File: src/rtl/imem_loader_pkg.sv
// imem_loader_pkg: shared FSM encodings, default depth, fill value and output decode
package imem_loader_pkg;
    typedef enum logic [1:0] {LOAD = 2'd0, DONE = 2'd1, ERR = 2'd2} state_t;
    localparam int DEFAULT_DEPTH = 64;
    localparam logic [31:0] FILL = 32'h00000000;
    // {cpu_hold, load_done, error} for a given state
    function automatic logic [2:0] flags(state_t s);
        return {s != DONE, s == DONE, s == ERR};
    endfunction
endpackage

File: src/rtl/imem_loader_if.sv
// imem_loader_if: byte stream into the loader (s_data/s_valid/s_last from master, s_ready back)
interface imem_loader_if;
    logic [7:0] s_data;
    logic       s_valid;
    logic       s_last;
    logic       s_ready;
    modport master(output s_data, s_valid, s_last, input s_ready);
    modport slave(input s_data, s_valid, s_last, output s_ready);
endinterface

File: src/rtl/imem_ram.sv
// imem_ram: DEPTH_WORDS x 32 array, sync write (we/waddr/wdata), async read (raddr -> rdata)
module imem_ram #(
    parameter int DEPTH_WORDS = 64,
    parameter int AW          = 6
) (
    input  logic          CLK,
    input  logic          we,
    input  logic [AW-1:0] waddr,
    input  logic [31:0]   wdata,
    input  logic [AW-1:0] raddr,
    output logic [31:0]   rdata
);
    logic [31:0] mem [DEPTH_WORDS];
    always_ff @(posedge CLK) if (we) mem[waddr] <= wdata;
    assign rdata = mem[raddr];
endmodule

File: src/rtl/imem_loader.sv
// imem_loader: assembles a byte stream into instruction memory and gates CPU fetches until loaded
// Ports: CLK/Reset (sync, active-high); s = byte stream slave; Address -> Data fetch path;
// load_done/cpu_hold/error status; word_count = words written.
module imem_loader import imem_loader_pkg::*; #(
    parameter int DEPTH_WORDS = DEFAULT_DEPTH,
    parameter int AW          = 6
) (
    input  logic         CLK,
    input  logic         Reset,
    imem_loader_if.slave s,
    input  logic [63:0]  Address,
    output logic [31:0]  Data,
    output logic         load_done,
    output logic         cpu_hold,
    output logic         error,
    output logic [AW:0]  word_count
);
    state_t      state_q, state_d;
    logic [1:0]  idx_q;
    logic [23:0] asm_q;
    logic [AW:0] wc_q;
    logic [2:0]  flags_q;
    logic        accept, we, full;
    logic [31:0] rdata;
    assign s.s_ready = state_q == LOAD && !Reset;
    assign accept    = s.s_valid && s.s_ready;
    assign we        = accept && idx_q == 2'd3;
    assign full      = wc_q[AW-1:0] == AW'(DEPTH_WORDS - 1);
    always_comb state_d = !accept ? state_q :
                          s.s_last ? (idx_q == 2'd3 ? DONE : ERR) :
                          (we && full) ? ERR : LOAD;
    // bytes shift in from the top so byte k sits at [8k+7:8k] once the fourth arrives
    always_ff @(posedge CLK) begin
        if (Reset) begin
            state_q <= LOAD;
            idx_q   <= '0;
            wc_q    <= '0;
            flags_q <= flags(LOAD);
        end else begin
            state_q <= state_d;
            flags_q <= flags(state_d);
            if (accept) begin
                idx_q <= idx_q + 2'd1;
                asm_q <= {s.s_data, asm_q[23:8]};
            end
            if (we) wc_q <= wc_q + 1'b1;
        end
    end
    imem_ram #(.DEPTH_WORDS(DEPTH_WORDS), .AW(AW)) u_ram (
        .CLK(CLK), .we(we), .waddr(wc_q[AW-1:0]), .wdata({s.s_data, asm_q}),
        .raddr(Address[AW+1:2]), .rdata(rdata)
    );
    assign {cpu_hold, load_done, error} = flags_q;
    assign word_count = wc_q;
    assign Data = (flags_q[1] && Address[1:0] == 2'b00 && Address[63:AW+2] == '0 &&
                   {1'b0, Address[AW+1:2]} < wc_q) ? rdata : FILL;
endmodule

File: src/flat_wrapper.sv
// flat-port wrapper written by rule: the top's interface ports become plain ports
module imem_loader_flat import imem_loader_pkg::*;
#(
    parameter int DEPTH_WORDS = DEFAULT_DEPTH,
    parameter int AW          = 6
)
  (CLK, Reset, Address, Data, load_done, cpu_hold, error, word_count, s_s_data, s_s_valid, s_s_last, s_s_ready);
  imem_loader_if s_i ();
  input  logic CLK;
  input  logic Reset;
  input  logic [63:0] Address;
  output logic [31:0] Data;
  output logic load_done;
  output logic cpu_hold;
  output logic error;
  output logic [AW:0] word_count;
  input wire logic [$bits(s_i.s_data)-1:0] s_s_data;
  input wire logic [$bits(s_i.s_valid)-1:0] s_s_valid;
  input wire logic [$bits(s_i.s_last)-1:0] s_s_last;
  output wire logic [$bits(s_i.s_ready)-1:0] s_s_ready;
  assign s_i.s_data = s_s_data;
  assign s_i.s_valid = s_s_valid;
  assign s_i.s_last = s_s_last;
  assign s_s_ready = s_i.s_ready;
  imem_loader #(.DEPTH_WORDS(DEPTH_WORDS), .AW(AW)) u_core (.CLK(CLK), .Reset(Reset), .s(s_i), .Address(Address), .Data(Data), .load_done(load_done), .cpu_hold(cpu_hold), .error(error), .word_count(word_count));
endmodule
File: config.mk
export PLATFORM = sky130hd
export DESIGN_NAME = imem_loader_flat
export DESIGN_NICKNAME = d
export VERILOG_FILES = /design/src/rtl/imem_loader_pkg.sv /design/src/rtl/imem_loader_if.sv /design/src/rtl/imem_ram.sv /design/src/rtl/imem_loader.sv /design/src/flat_wrapper.sv
export SDC_FILE = /design/constraint.sdc
export NUM_CORES = 2
export LEC_CHECK = 0
export ABC_AREA = 1
export ABC_CLOCK_PERIOD_IN_PS = 8900
export CORE_MARGIN = 2
export CORE_UTILIZATION = 70
export CTS_BUF_LIST = sky130_fd_sc_hd__clkbuf_8
export DETAILED_ROUTE_END_ITERATION = 16
export PLACE_DENSITY_LB_ADDON = 0.12
export SETUP_SLACK_MARGIN = 0.02
export SLEW_MARGIN = 20
export SYNTH_ARGS = -nofsm -noshare
export SYNTH_HDL_FRONTEND = slang
export SYNTH_HIERARCHICAL = 1
export SYNTH_SLANG_ARGS = --single-unit
File: constraint.sdc
create_clock -name CLK -period 8.9 [get_ports CLK]
set_input_delay 1.335 -clock CLK [delete_from_list [all_inputs] [get_ports CLK]]
set_output_delay 1.335 -clock CLK [all_outputs]
set_load 0.02 [all_outputs]
== After elaboration in Yosys (flattened, before gate mapping) ==
Memory sizes are Yosys's and may differ from the RTL's.
Cells that the tools add are included.

* Memory bits (writable): 2,048
* Flip-flop bits (word level): 38
* Memories kept: 1
* Word-level logic and storage cells: 34

{| class="wikitable"
|+ Memories
! name !! depth !! bits a word !! read ports !! clocked after memory_dff !! write ports !! RTL line !! RTL
|-
| u_core.u_ram.mem || 64 || 32 || 1 || 0 || 1 || imem_ram.sv:13 || <nowiki>logic [31:0] mem [DEPTH_WORDS];</nowiki>
|}

* Bitwise logic cells: 1
* Muxes and demuxes: 7
* Order comparisons: 1
* Equal/unequal tests: 5
* Add/sub/neg operators: 2
* Reductions and logical operators: 12

{| class="wikitable"
|+ Operator list
! kind !! number
|-
| logical NOT 56 bit || 1
|-
| two-way mux 32 bit || 1
|-
| two-way mux 2 bit || 4
|-
| adder 7 x 1 -> 7 bit (second input constant) || 1
|-
| logical AND 1 bit || 7
|-
| less-than comparator 6 x 7 -> 1 bit || 1
|-
| equality test 6 bit (second input constant) || 1
|-
| equality test 2 bit (second input constant) || 2
|-
| logical NOT 2 bit || 2
|-
| adder 2 x 1 -> 2 bit (second input constant) || 1
|-
| equality test 2 x 1 -> 1 bit (second input constant) || 1
|-
| two-way mux 1 bit || 2
|-
| inequality test 2 x 1 -> 1 bit (second input constant) || 1
|-
| AND reduction 2 bit || 1
|-
| logical NOT 1 bit || 1
|-
| NOT 1 bit || 1
|}

== Longest topological paths before layout ==
* Word-level depth: 9
* Depth in mapped cells: 15
* Gate-level depth less buffers: 11

== Hierarchy ==
The synthesis kept the hierarchy.

{| class="wikitable"
|+ Modules (own cells, without submodules)
! module !! cells each !! seq. area each (sq um) !! area an instance (sq um) !! times used
|-
| imem_ram || 6,737 || 61,499.0 || 82,097.5 || 1
|-
| imem_loader || 242 || 1,001.0 || 2,095.8 || 1
|}

== Least setup slack after synthesis ==
OpenSTA, ideal clock, no wires.

* Kind: input to register
* From: input Reset
* To: memory u_core.u_ram.mem[48][0] (enable)
* Setup time: 0.503 ns
* Path buffers: 2
* Data arrival time: 5.423 ns
* Path slack: 2.975 ns
* Required time: 8.397 ns
* Cell stages on the path: 7
* Path through: buf_6 > inv_4 > nand3_4 > nor2_4 > clkbuf_1 > nand4_1 > nor4_1

* Word-level cells in the longest chain between the ends: 6

{| class="wikitable"
|+ RTL lines
! item !! RTL line !! RTL
|-
| from (decl) || flat_wrapper.sv:10 || <nowiki>input logic Reset;</nowiki>
|-
| logical NOT 1 bit || imem_loader.sv:25 || <nowiki>assign s.s_ready = state_q == LOAD && !Reset;</nowiki>
|-
| logical AND 1 bit || imem_loader.sv:25 ||
|-
| logical AND 1 bit || imem_loader.sv:26 || <nowiki>assign accept = s.s_valid && s.s_ready;</nowiki>
|-
| logical AND 1 bit || imem_loader.sv:27 || <nowiki>assign we = accept && idx_q == 2'd3;</nowiki>
|-
| via u_core.we || imem_loader.sv:23 || <nowiki>logic accept, we, full;</nowiki>
|-
| two-way mux 1 bit || imem_ram.sv:14 || <nowiki>always_ff @(posedge CLK) if (we) mem[waddr] <= wdata;</nowiki>
|-
| two-way mux 1 bit (not written as such) || imem_ram.sv:14 ||
|-
| to (decl) || imem_ram.sv:13 ||
|}

The timed path passes the listed nets, and every way through them passes these cells.

== Final worst setup path ==
* From: input Address[2]
* To: output Data[23]

* Elaborated cells between the ends (all ways): 4
* Classes of those cells: order compare: 1; mux: 1; reduce/logical: 1; memory: 1

{| class="wikitable"
|+ RTL lines
! item !! RTL line !! RTL
|-
| from (decl) || flat_wrapper.sv:11 || <nowiki>input logic [63:0] Address;</nowiki>
|-
| memory (64 x 32 bit) || - ||
|-
| via u_core.rdata[23] || imem_loader.sv:24 || <nowiki>logic [31:0] rdata;</nowiki>
|-
| two-way mux 32 bit || imem_loader.sv:56 || <nowiki>{1'b0, Address[AW+1:2]} < wc_q) ? rdata : FILL;</nowiki>
|-
| to (decl) || flat_wrapper.sv:12 || <nowiki>output logic [31:0] Data;</nowiki>
|}

The timed path passes the listed nets, and every way through them passes these cells.

==> qor.csv <==
metric,value,unit
cts_tree,yes,
worstPathMaxFanout,262,
slowest_delay,0.68,ns
p_per_area,206,nW/um^2
die_area,123000,sq um
period_needed,6.81,ns
crit_chain,"buf_8, inv_16, buf_12, nand2_1, nand3_1, nand3_1, nand3_1, nand3_1, nand2_1, nand2_1, nand2_1, inv_1, nor2_2, clkdlybuf4s50_1",
hold_depth,2,
die_y,351,microns
drtAntennaViolNets,0,
hpwlAfterDp,116000,microns
crit_slowest_cell,clkdlybuf4s50_1,
rr_startpoint,u_core/idx_q[0],
wl_met3,33600,microns
drv_slew,0,
fin_nets,7209,
ctsHoldBuffers,0,
whs_endpoint,u_core/idx_q[1],
antenna_found_initial,6,
wl_met2,105000,microns
portBuffers,118,
fillCellCount,7208,
reg2reg_setup_slack,5.21,ns
vias_per_cell,6.45,
layout_commonest_cell,nand2_1,
finalHoldViolations,0,
worst-path-buf-inv,5,
cts-htree-levels,5,
clk_latency,1.03,ns
tns,0,ns
netlist-cell-type-count,31,
clk_path_buf_depth,4,
syn_nets,7062,
worst_clock_skew,0.0640,ns
synth_seq_cells,2086,
yosys_warnings,6,
drt_iter0_markers,9670,
synthTopCellsByArea,"edfxtp_1, nand3_1, nand2_1, buf_2, nor2_1",
cp_top_family,buffers and inverters,
fmax,147,MHz
holdCritStartpoint,u_core/idx_q[1],
relSlewSlack,0.221,
route.detailed.drc,0,
drt_wl_total,232000,microns
cp-end-kind,output port,
grtUsageTotal,0.378,
cts.sinks,2086,
finalSetupViolCount,0,
io_pins,119,
cts_buffers,330,
wl_met1,81500,microns
r2r_end,u_core/u_ram/mem[37][9],
leakage,33.0,nW
rsz0062_at_grt,false,
irDropWorstVdd,0.175,mV
core-area,120000,sq um
worst-r2r-cell-count,6,
start_util,0.704,
gr-total-overflow,0,
hold_slack,0.491,ns
worstMarginPinSlew,1.17,ns
dr_total_vias,57900,
maxCapViolations,0,
syn_area_per_cell,12.1,sq um
die_w,351,microns
clk_pin_slew,0.05,ns
required,7.57,ns
syn_to_final_growth,10.0,%
wl_per_cell,25.9,microns
grt_first_pass_wirelength,338000,microns
drive_above_1_share,0.0889,
mostFrequentLayoutCells,"nand2_1, edfxtp_1, nand3_1, clkbuf_8, inv_1",
cts-root-buf,clkbuf_8,
start_kind,primary input,
cts_resized,0,
firstDrtPassIters,7,
grt_pass1_vias,55100,
worstHoldPathType,reg2reg,
grt_max_degree,263,
cts_setup_buffers,0,
p_total,19.1,mW
status,"finished, final reports clean",
yosysSeqAreaShare,0.742,
final.period_utilization,0.766,
syn_area,84200,sq um
yosysTopAreaCellShare,0.739,
synth_top_area_cell,edfxtp_1,
gp_congestion,0.863,
highest_layer,met5,
critical_path_class,in2out,
syn_inst,6979,
crit_arrival,5.48,ns
num_rows,127,
-- final cells by class --
cell class / instances / area (sq um) / area share
flip-flops and latches: 2086 / 62500 / 0.675
multi-input cells: 4379 / 19600 / 0.212
clock buffers: 346 / 4760 / 0.0514
repair buffers: 268 / 2520 / 0.0272
well taps: 1612 / 2020 / 0.0218
clock inverters: 216 / 937 / 0.0101
inverters: 61 / 268 / 0.00289
diodes: 1 / 2.50 / 0.0000270
-- kinds of logic after synthesis --
| logic type | Yosys count | share of synthesized area |
|---|---|---|
| buf+inv | 514 | 0.0301 |
| compound gates | 20 | 0.00137 |
| xor+xnor | 1 | 0.000104 |
| fa+ha+maj | 7 | 0.00104 |
| flops | 2086 | 0.742 |
| simple gates | 4351 | 0.225 |
-- where the power goes --
group	internal [mW]	switching [mW]	leakage, nW
Clock	3.65	3.55	3.33
Combinational	0.284	0.852	10.9
Sequential	10.8	0.00928	18.7
Total	14.7	4.41	33.0
-- synth_stat cells --
library cell / number
a21oi_1: 11
nand4_4: 2
a21oi_2: 1
ha_1: 7
nor2_2: 30
buf_2: 282
nand3_4: 1
nor2_4: 6
o21bai_2: 1
edfxtp_1: 2072
o21a_1: 1
inv_1: 56
nand2_1: 2279
xor2_1: 1
inv_4: 2
nand3_1: 1910
nor3_1: 2
buf_4: 45
buf_8: 2
nand4_1: 10
a211oi_1: 1
buf_1: 40
buf_6: 7
clkbuf_1: 77
nor3_2: 1
dfxtp_1: 14
o21ai_0: 5
nor2_1: 101
nor4_1: 8
nand3_2: 1
inv_2: 3
-- routing by layer --
layer	track usage	vias to the layer above
met1	0.522	27400
met5	0	-
met2	0.568	4634
met4	0.196	2
met3	0.0944	750
li1	-	25100
-- stage by stage --
step                      instance area, sq um  setup slack, ns  instances   util
final                                    92600             2.09       8969  0.774
after global routing                     92600             2.02       8969  0.774
after CTS                                92600             2.26       8963  0.774
after detailed placement                 86900             2.27       8401  0.726
after global placement                   86900             2.38       8401  0.726
after floorplan                          84200             2.97       6979      -
-- state kept, by name (all words and copies together) (netlist names) --
register,cells
u_core/idx_q,2
u_core/word_count,7
u_core/state_q,2
u_core/flags_q,3
u_core/u_ram/mem,2048
u_core/asm_q,24
-- worst register-to-register path: cells and delay by family (launching register included) --
family / cells / cell delay, ns
flip-flops: 1 / 0.35
AND/OR/NAND/NOR: 3 / 2.10
adder cells (fa/ha/maj): 1 / 0.24
buffers and inverters: 2 / 0.57
-- how the worst max path moves through the flow --
stage                          start                       to  slack (ns)  cells after the start
after detailed placement  Address[2]                 Data[23]        2.27                     14
after CTS                 Address[2]                 Data[23]        2.26                     14
after floorplan                Reset  u_core/u_ram/mem[48][0]        2.97                      7
after global placement    Address[2]                 Data[23]        2.38                     14
after global routing      Address[2]                 Data[23]        2.02                     14
final                     Address[2]                 Data[23]        2.09                     14
Note: power is estimated with default switching activity, not from simulation.
